## config.mk

```make
export PLATFORM = sky130hd
export DESIGN_NAME = uart_rx_frame_parser
export DESIGN_NICKNAME = d
export VERILOG_FILES = /design/src/rtl/uart_rx_frame_parser.sv
export SDC_FILE = /design/constraint.sdc
export NUM_CORES = 1
export LEC_CHECK = 0
export BUFFER_PORTS_ARGS = -buffer_cell sky130_fd_sc_hd__buf_2
export CAP_MARGIN = 20
export CORE_ASPECT_RATIO = 0.5
export CORE_MARGIN = 2
export CORE_UTILIZATION = 40
export CTS_CLUSTER_DIAMETER = 40
export DETAILED_ROUTE_END_ITERATION = 6
export SLEW_MARGIN = 20
export SYNTH_ARGS = -nofsm -noshare
export SYNTH_HDL_FRONTEND = slang
export SYNTH_SLANG_ARGS = --single-unit
```

## constraint.sdc

```tcl
create_clock -name i_clk -period 2.7 [get_ports i_clk]
set_input_delay 0.135 -clock i_clk [delete_from_list [all_inputs] [get_ports i_clk]]
set_output_delay 0.135 -clock i_clk [all_outputs]
set_load 0.02 [all_outputs]
```

## src/rtl/uart_rx_frame_parser.sv

```systemverilog
// ---------------------------------------------------------------------------
// uart_rx_frame_parser
//   Framer for the UART receive byte stream. It hunts for a HEAD0/HEAD1
//   header, captures a length-prefixed payload into a local buffer and
//   verifies an 8-bit additive checksum (LEN + payload, mod 256). Only
//   verified payloads are released on a valid/ready stream with a last flag.
//   Malformed frames are discarded and reported on o_err/o_err_code.
//
//   Frame: HEAD0, HEAD1, LEN, LEN payload bytes, CHK
//
// Ports
//   i_clk, i_rst       clock, asynchronous active-high reset
//   i_user_rx_data     received byte from the UART driver
//   i_user_rx_valid    one-cycle strobe per byte (no backpressure)
//   o_frame_data       payload byte being released
//   o_frame_valid      payload byte available
//   o_frame_last       current byte is the final payload byte
//   i_frame_ready      user accepts the current byte
//   o_frame_len        length of the frame being released
//   o_err              one-cycle pulse when a frame is discarded
//   o_err_code         1 = bad length, 2 = checksum, 3 = timeout (held)
//   o_drop             one-cycle pulse when a byte arrives during release
//
// Configuration
//   FRAME_TIMEOUT_EN   when defined, a frame stalled for P_TIMEOUT_CYC cycles
//                      in LEN/PAYLOAD/CHECK is discarded with code 3.
// ---------------------------------------------------------------------------
module uart_rx_frame_parser #(
  parameter int unsigned                P_DATA_WIDTH  = 8,
  parameter logic [P_DATA_WIDTH-1:0]    P_HEAD0       = 8'h55,
  parameter logic [P_DATA_WIDTH-1:0]    P_HEAD1       = 8'hAA,
  parameter int unsigned                P_MAX_LEN     = 16,
  parameter int unsigned                P_TIMEOUT_CYC = 20000
) (
  input  logic                    i_clk,
  input  logic                    i_rst,
  input  logic [P_DATA_WIDTH-1:0] i_user_rx_data,
  input  logic                    i_user_rx_valid,
  output logic [P_DATA_WIDTH-1:0] o_frame_data,
  output logic                    o_frame_valid,
  output logic                    o_frame_last,
  input  logic                    i_frame_ready,
  output logic [7:0]              o_frame_len,
  output logic                    o_err,
  output logic [1:0]              o_err_code,
  output logic                    o_drop
);

  localparam int unsigned PW = $clog2(P_MAX_LEN + 1);
  localparam int unsigned IW = (P_MAX_LEN > 1) ? $clog2(P_MAX_LEN) : 1;

  localparam logic [1:0] ERR_LEN = 2'd1;
  localparam logic [1:0] ERR_CHK = 2'd2;

  typedef enum logic [2:0] {
    S_HUNT0   = 3'd0,
    S_HUNT1   = 3'd1,
    S_LEN     = 3'd2,
    S_PAYLOAD = 3'd3,
    S_CHECK   = 3'd4,
    S_DRAIN   = 3'd5
  } state_t;

  state_t                  state_q, state_d;
  logic [7:0]              len_q, len_d;
  logic [7:0]              chk_q, chk_d;
  logic [PW-1:0]           wr_ptr_q, wr_ptr_d;
  logic [PW-1:0]           rd_ptr_q, rd_ptr_d;
  logic [P_DATA_WIDTH-1:0] frame_data_q, frame_data_d;
  logic                    frame_valid_q, frame_valid_d;
  logic                    frame_last_q, frame_last_d;
  logic [7:0]              frame_len_q, frame_len_d;
  logic                    err_q, err_d;
  logic [1:0]              err_code_q, err_code_d;
  logic                    drop_q, drop_d;
  logic                    buf_we_c;
  logic [7:0]              rx_byte_c;

  logic [P_DATA_WIDTH-1:0] buf_q [P_MAX_LEN];

`ifdef FRAME_TIMEOUT_EN
  localparam int unsigned CW = $clog2(P_TIMEOUT_CYC + 1);
  localparam logic [1:0]  ERR_TMO = 2'd3;
  // Counts cycles since the last strobe; 1 in the cycle right after a strobe.
  logic [CW-1:0] idle_cnt_q, idle_cnt_d;
  logic          tmo_active_c;
`endif

  assign rx_byte_c = 8'(i_user_rx_data);

  // Next-state and output logic
  always_comb begin
    state_d       = state_q;
    len_d         = len_q;
    chk_d         = chk_q;
    wr_ptr_d      = wr_ptr_q;
    rd_ptr_d      = rd_ptr_q;
    frame_data_d  = frame_data_q;
    frame_valid_d = frame_valid_q;
    frame_last_d  = frame_last_q;
    frame_len_d   = frame_len_q;
    err_d         = 1'b0;
    err_code_d    = err_code_q;
    drop_d        = 1'b0;
    buf_we_c      = 1'b0;

    unique case (state_q)
      S_HUNT0: begin
        if (i_user_rx_valid && (i_user_rx_data == P_HEAD0)) begin
          state_d = S_HUNT1;
        end
      end

      S_HUNT1: begin
        if (i_user_rx_valid) begin
          if (i_user_rx_data == P_HEAD1) begin
            state_d = S_LEN;
          end else if (i_user_rx_data != P_HEAD0) begin
            state_d = S_HUNT0;
          end
        end
      end

      S_LEN: begin
        if (i_user_rx_valid) begin
          if ((rx_byte_c == 8'd0) || (rx_byte_c > 8'(P_MAX_LEN))) begin
            err_d      = 1'b1;
            err_code_d = ERR_LEN;
            state_d    = S_HUNT0;
          end else begin
            len_d    = rx_byte_c;
            chk_d    = rx_byte_c;
            wr_ptr_d = '0;
            state_d  = S_PAYLOAD;
          end
        end
      end

      S_PAYLOAD: begin
        if (i_user_rx_valid) begin
          buf_we_c = 1'b1;
          chk_d    = chk_q + rx_byte_c;
          wr_ptr_d = wr_ptr_q + PW'(1);
          if ((8'(wr_ptr_q) + 8'd1) == len_q) begin
            state_d = S_CHECK;
          end
        end
      end

      S_CHECK: begin
        if (i_user_rx_valid) begin
          if (rx_byte_c == chk_q) begin
            // Present byte 0 in the cycle right after the CHK strobe.
            frame_data_d  = buf_q[IW'(0)];
            frame_valid_d = 1'b1;
            frame_last_d  = (len_q == 8'd1);
            frame_len_d   = len_q;
            rd_ptr_d      = PW'(1);
            state_d       = S_DRAIN;
          end else begin
            err_d      = 1'b1;
            err_code_d = ERR_CHK;
            state_d    = S_HUNT0;
          end
        end
      end

      S_DRAIN: begin
        // Input bytes cannot be stored while the buffer is being released.
        if (i_user_rx_valid) begin
          drop_d = 1'b1;
        end
        if (frame_valid_q && i_frame_ready) begin
          if (frame_last_q) begin
            frame_valid_d = 1'b0;
            frame_last_d  = 1'b0;
            state_d       = S_HUNT0;
          end else begin
            frame_data_d = buf_q[IW'(rd_ptr_q)];
            frame_last_d = ((8'(rd_ptr_q) + 8'd1) == len_q);
            rd_ptr_d     = rd_ptr_q + PW'(1);
          end
        end
      end

      default: begin
        state_d = S_HUNT0;
      end
    endcase

`ifdef FRAME_TIMEOUT_EN
    tmo_active_c = (state_q == S_LEN) || (state_q == S_PAYLOAD) || (state_q == S_CHECK);
    if (i_user_rx_valid) begin
      idle_cnt_d = CW'(1);
    end else if (tmo_active_c) begin
      idle_cnt_d = idle_cnt_q + CW'(1);
    end else begin
      idle_cnt_d = '0;
    end
    // Abandon a frame once P_TIMEOUT_CYC cycles pass without a strobe.
    if (tmo_active_c && !i_user_rx_valid && (idle_cnt_q == CW'(P_TIMEOUT_CYC - 1))) begin
      err_d      = 1'b1;
      err_code_d = ERR_TMO;
      state_d    = S_HUNT0;
    end
`endif
  end

  // Control and output registers
  always_ff @(posedge i_clk or posedge i_rst) begin
    if (i_rst) begin
      state_q       <= S_HUNT0;
      len_q         <= '0;
      chk_q         <= '0;
      wr_ptr_q      <= '0;
      rd_ptr_q      <= '0;
      frame_data_q  <= '0;
      frame_valid_q <= 1'b0;
      frame_last_q  <= 1'b0;
      frame_len_q   <= '0;
      err_q         <= 1'b0;
      err_code_q    <= '0;
      drop_q        <= 1'b0;
    end else begin
      state_q       <= state_d;
      len_q         <= len_d;
      chk_q         <= chk_d;
      wr_ptr_q      <= wr_ptr_d;
      rd_ptr_q      <= rd_ptr_d;
      frame_data_q  <= frame_data_d;
      frame_valid_q <= frame_valid_d;
      frame_last_q  <= frame_last_d;
      frame_len_q   <= frame_len_d;
      err_q         <= err_d;
      err_code_q    <= err_code_d;
      drop_q        <= drop_d;
    end
  end

`ifdef FRAME_TIMEOUT_EN
  // Inter-byte idle counter
  always_ff @(posedge i_clk or posedge i_rst) begin
    if (i_rst) begin
      idle_cnt_q <= '0;
    end else begin
      idle_cnt_q <= idle_cnt_d;
    end
  end
`endif

  // Payload buffer; contents are don't-care until written, so no reset.
  always_ff @(posedge i_clk) begin
    if (buf_we_c) begin
      buf_q[IW'(wr_ptr_q)] <= i_user_rx_data;
    end
  end

  assign o_frame_data  = frame_data_q;
  assign o_frame_valid = frame_valid_q;
  assign o_frame_last  = frame_last_q;
  assign o_frame_len   = frame_len_q;
  assign o_err         = err_q;
  assign o_err_code    = err_code_q;
  assign o_drop        = drop_q;

endmodule

```

==> impl_summary.txt <==
----------------------------------------------------
[Cells and area]
  Share of layout cells above drive strength 1 ... 0.2346
  Multi-input logic area ... 0.002696 mm2
  Final Instance Count excl. Fillers ... 884
  Number of nets in the layout ... 630
  Ant. Diodes ... 0
  Design area ... 0.009260 mm2
  Total of fill cells in the finished design ... 1,707
  Sequential cell area ... 0.005121 mm2
  Area added between synthesis and finish ... 15.26%
  Post-layout utilization of the core ... 0.4726

[Setup path]
  Cell chain of the critical path ... inv_1, ha_1, xor2_1, or4_1, a221oi_2, a31oi_1, o31ai_1, o41ai_1
  Number of cell instances on the worst register-to-register path ... 8
  Reg2reg setup slack ... 0.32 ns
  Startpoint-to-endpoint class of the critical path ... flop to flop
  Startpoint type of the worst setup path ... flop
  CP max FO ... 8
  Worst R2R End ... state_q[1]$_DFFE_PP0P_
  Critical Path Slowest Stage Cell ... sky130_fd_sc_hd__dfrtp_1
  Worst r2r src ... wr_ptr_q[1]$_DFFE_PP0P_
  Cell class contributing the biggest share of worst-path delay ... compound AO/OA/AOI/OAI gates
  Required time worst endpoint ... 3.01 ns
  Arrival time at the worst endpoint ... 2.68 ns
  Kind of end point of the critical path ... flop
  Count of buffering cells on the critical path with inverters included ... 1
  Largest stage delay, worst path ... 0.48 ns

[Die]
  FP Rows ... 36
  Overall die width ... 204.4 um
  Count of boundary I/O pins ... 34
  Die height ... 104.2 um
  Effective utilization at floorplan ... 0.4100
  Die area ... 0.02130 mm2
  Area of the core region ... 0.01959 mm2

[GRT]
  Number of antenna violations at the first check in global routing ... 0
  Overall fraction of global-route tracks in use ... 0.1810
  Number of global-route vias before repair ... 4,836
  Largest net degree at the start of global routing ... 52
  Wire length of the first global-routing pass ... 28.30 mm
  Final global-route overflow total ... 0

[Power and ir drop]
  Switching share of power ... 0.2698
  Total power density per cell area ... 705.7 mW/mm2
  Leakage ... 3.471 nW
  Net switching component of the power ... 1.764 mW
  Clock share of power ... 0.363
  Sequential fraction of design power ... 0.481
  Internal Power ... 4.772 mW
  Worst VDD drop ... 0.4038 mV
  Overall Power ... 6.535 mW
  Part of the total power dissipated in combinational logic ... 0.156

[Placement]
  Post-detail-place hpwl ... 12.21 mm
  Port Buffers ... 33
  Area of placed instances ... 0.008691 mm2
  Gpl congestion ... 0.8478
  Number of placed cells counting well taps ... 851

[Run]
  Count of max-cap constraint violations ... 0

[Route]
  Via density per instance ... 5.480
  Aggregate routed wire length ... 17.94 mm
  Antenna Violating Nets Remaining ... 0
  Overall via count from detail_route ... 4,844
  Drt pass-1 iters ... 5
  Number of DRC violations after detailed-routing iteration 0 ... 408
  Number of DRC violations after detailed routing ... 0
  Post-detailed-route wirelength per cell ... 20.30 um

[Yosys]
  Synth Register Bits ... 179
  Instance count of the mapped netlist ... 545
  Most instantiated library cell after synthesis ... sky130_fd_sc_hd__edfxtp_1
  Number of synthesis warnings ... 0
  Netlist area before placement ... 0.008034 mm2
  Average instance area after synthesis ... 14.74 um2
  Synth area leaders ... sky130_fd_sc_hd__edfxtp_1 48%, sky130_fd_sc_hd__dfrtp_1 16%, sky130_fd_sc_hd__mux4_2 6.7%
  Netlist cell types ... 64
  Sequential cell area fraction in the yosys report ... 0.6373
  Count of flip-flops with a built-in enable after synthesis ... 128
  Prevailing post-synth register cell ... sky130_fd_sc_hd__edfxtp_1
  Syn Nets ... 570
  List of most frequent post-synthesis cells ... 128 x sky130_fd_sc_hd__edfxtp_1, 51 x sky130_fd_sc_hd__dfrtp_1, 47 x sky130_fd_sc_hd__nand2_1, 37 x sky130_fd_sc_hd__nor2_1, 24 x sky130_fd_sc_hd__mux4_2
  Async set or reset register ratio after synthesis ... 0.2849
  Cell type with the largest total area after synthesis ... sky130_fd_sc_hd__edfxtp_1
  Portion of synthesized cell area occupied by the leading cell type ... 0.4784

[Clocking]
  Number of resized instances in the post-cts repair step ... 0
  Buffer levels on the longest clock path ... 2
  Clock Pin Slew Worst Setup and Hold Paths ... 0.07 ns
  Buffer cell driving the clock tree root ... sky130_fd_sc_hd__clkbuf_16
  Number of buffers created by CTS ... 17
  CTS Hold Buffers Added ... 1
  Clock latency on the worst-skew pair ... 0.44 ns
  CTS tree ... done
  Clock net sink count ... 179
  Post-CTS Setup Repair Bufs ... 0
  # H-tree levels ... 4

[Timing]
  Highest clock frequency the design can meet ... 420.5 MHz
  Final worst path period share ... 0.8807
  Unrepaired setup endpoints after global routing ... false
  Setup Skew ... 0.01399 ns
  Slew @ Worst Pin ... 0.7906 ns
  Number of max-slew violations in the final report ... 0
  Final critical delay including setup and external delays ... 2.378 ns
  Hold violation count in the final report ... 0
  Summed negative setup slack over all endpoints ... 0 ns
  Worst slew margin relative to its limit ... 0.4729
  Final Setup Violations ... 0

[Run status]
  Result of the run ... complete, no violations

[Min path]
  Worst hold start ... i_frame_ready
  Worst hold-check path type ... input port to flop
  WHS Endpoint ... o_frame_valid$_DFFE_PP0P_
  Hold-critical path depth ... 4

----------------------------------------------------
## logic make-up after synthesis
kind of cell | share of synthesized area
DFF | 0.6373
and+or+nand+nor | 0.09220
AOI/OAI and AO/OA | 0.07756
muxes | 0.1305
buffers and inverters | 0.02710
xor gates and xnor gates | 0.01417
adders and majority gates | 0.02118
## metal layers
metal	vias up	GRT usage	share of wire
met3	14	0.03383	0.046
met5	-	0	0
met4	0	0.06366	0.010
met2	92	0.2840	0.48
li1	2241	-	-
met1	2497	0.2536	0.47
## worst max-delay path by stage
stage	start	end	slack [ns]	cells after the start
6_report	wr_ptr_q[1]$_DFFE_PP0P_	state_q[1]$_DFFE_PP0P_	0.32	8
5_1_grt	wr_ptr_q[1]$_DFFE_PP0P_	state_q[1]$_DFFE_PP0P_	0.19	8
4_1_cts	wr_ptr_q[1]$_DFFE_PP0P_	state_q[1]$_DFFE_PP0P_	0.33	8
3_5_place_dp	i_user_rx_data[5]	rd_ptr_q[0]$_DFFE_PP0P_	0.33	9
3_3_place_gp	wr_ptr_q[1]$_DFFE_PP0P_	state_q[1]$_DFFE_PP0P_	0.38	8
2_1_floorplan	state_q[0]$_DFFE_PP0P_	buf_q[1][0]$_DFFE_PP_	0.42	6
## per-stage QoR
step,hold WS (ns),setup WS (ns)
global route,0.03912,0.1937
floorplan,0.2339,0.4200
detailed placement,0.3736,0.3343
global placement,0.3600,0.3763
finish,0.02398,0.3221
CTS,0.01688,0.3313
## power by group through the flow
stage	combinational [mW]	sequential [mW]	clock, mW
final	1.02	3.14	2.37
after global routing	1.11	3.16	2.52
after CTS	1.03	3.14	2.41
after detailed placement	1.03	3.20	0
after global placement	1.03	3.20	0
after floorplan	0.710	3.18	0
## tightest hold or removal path, cell delays in order
cell,delay [ns]
sky130_fd_sc_hd__buf_2,0.13
sky130_fd_sc_hd__nand3_1,0.07
sky130_fd_sc_hd__nand2_1,0.05
sky130_fd_sc_hd__nand2_1,0.05
## state kept, by name (all words and copies together) (netlist names)
register,flops
buf_q,128
o_err_code,2
state_q,3
o_err,1
rd_ptr_q,5
o_frame_data,8
wr_ptr_q,5
o_drop,1
o_frame_len,8
chk_q,8
o_frame_last,1
len_q,8
o_frame_valid,1
## layout make-up
class / instances / share of cell area
sequential: 179 / 0.5530
clock inverter: 13 / 0.01365
tap: 266 / 0.03594
inverter: 12 / 0.004864
multi-input combinational: 322 / 0.2912
clock buffer: 19 / 0.04675
timing repair buffer: 73 / 0.05459
## cells in the final DEF (no fill, tap or decap), types with 16 or more instances in the layout
| master | count |
|---|---|
| sky130_fd_sc_hd__nor2_1 | 37 |
| sky130_fd_sc_hd__buf_4 | 36 |
| sky130_fd_sc_hd__clkbuf_16 | 17 |
| sky130_fd_sc_hd__edfxtp_1 | 128 |
| sky130_fd_sc_hd__o21ai_0 | 19 |
| sky130_fd_sc_hd__nand2_1 | 47 |
| sky130_fd_sc_hd__a21oi_1 | 16 |
| sky130_fd_sc_hd__buf_2 | 33 |
| sky130_fd_sc_hd__dfrtp_1 | 50 |
| sky130_fd_sc_hd__mux4_2 | 24 |
No activity file was read; power rests on OpenSTA's default activity.
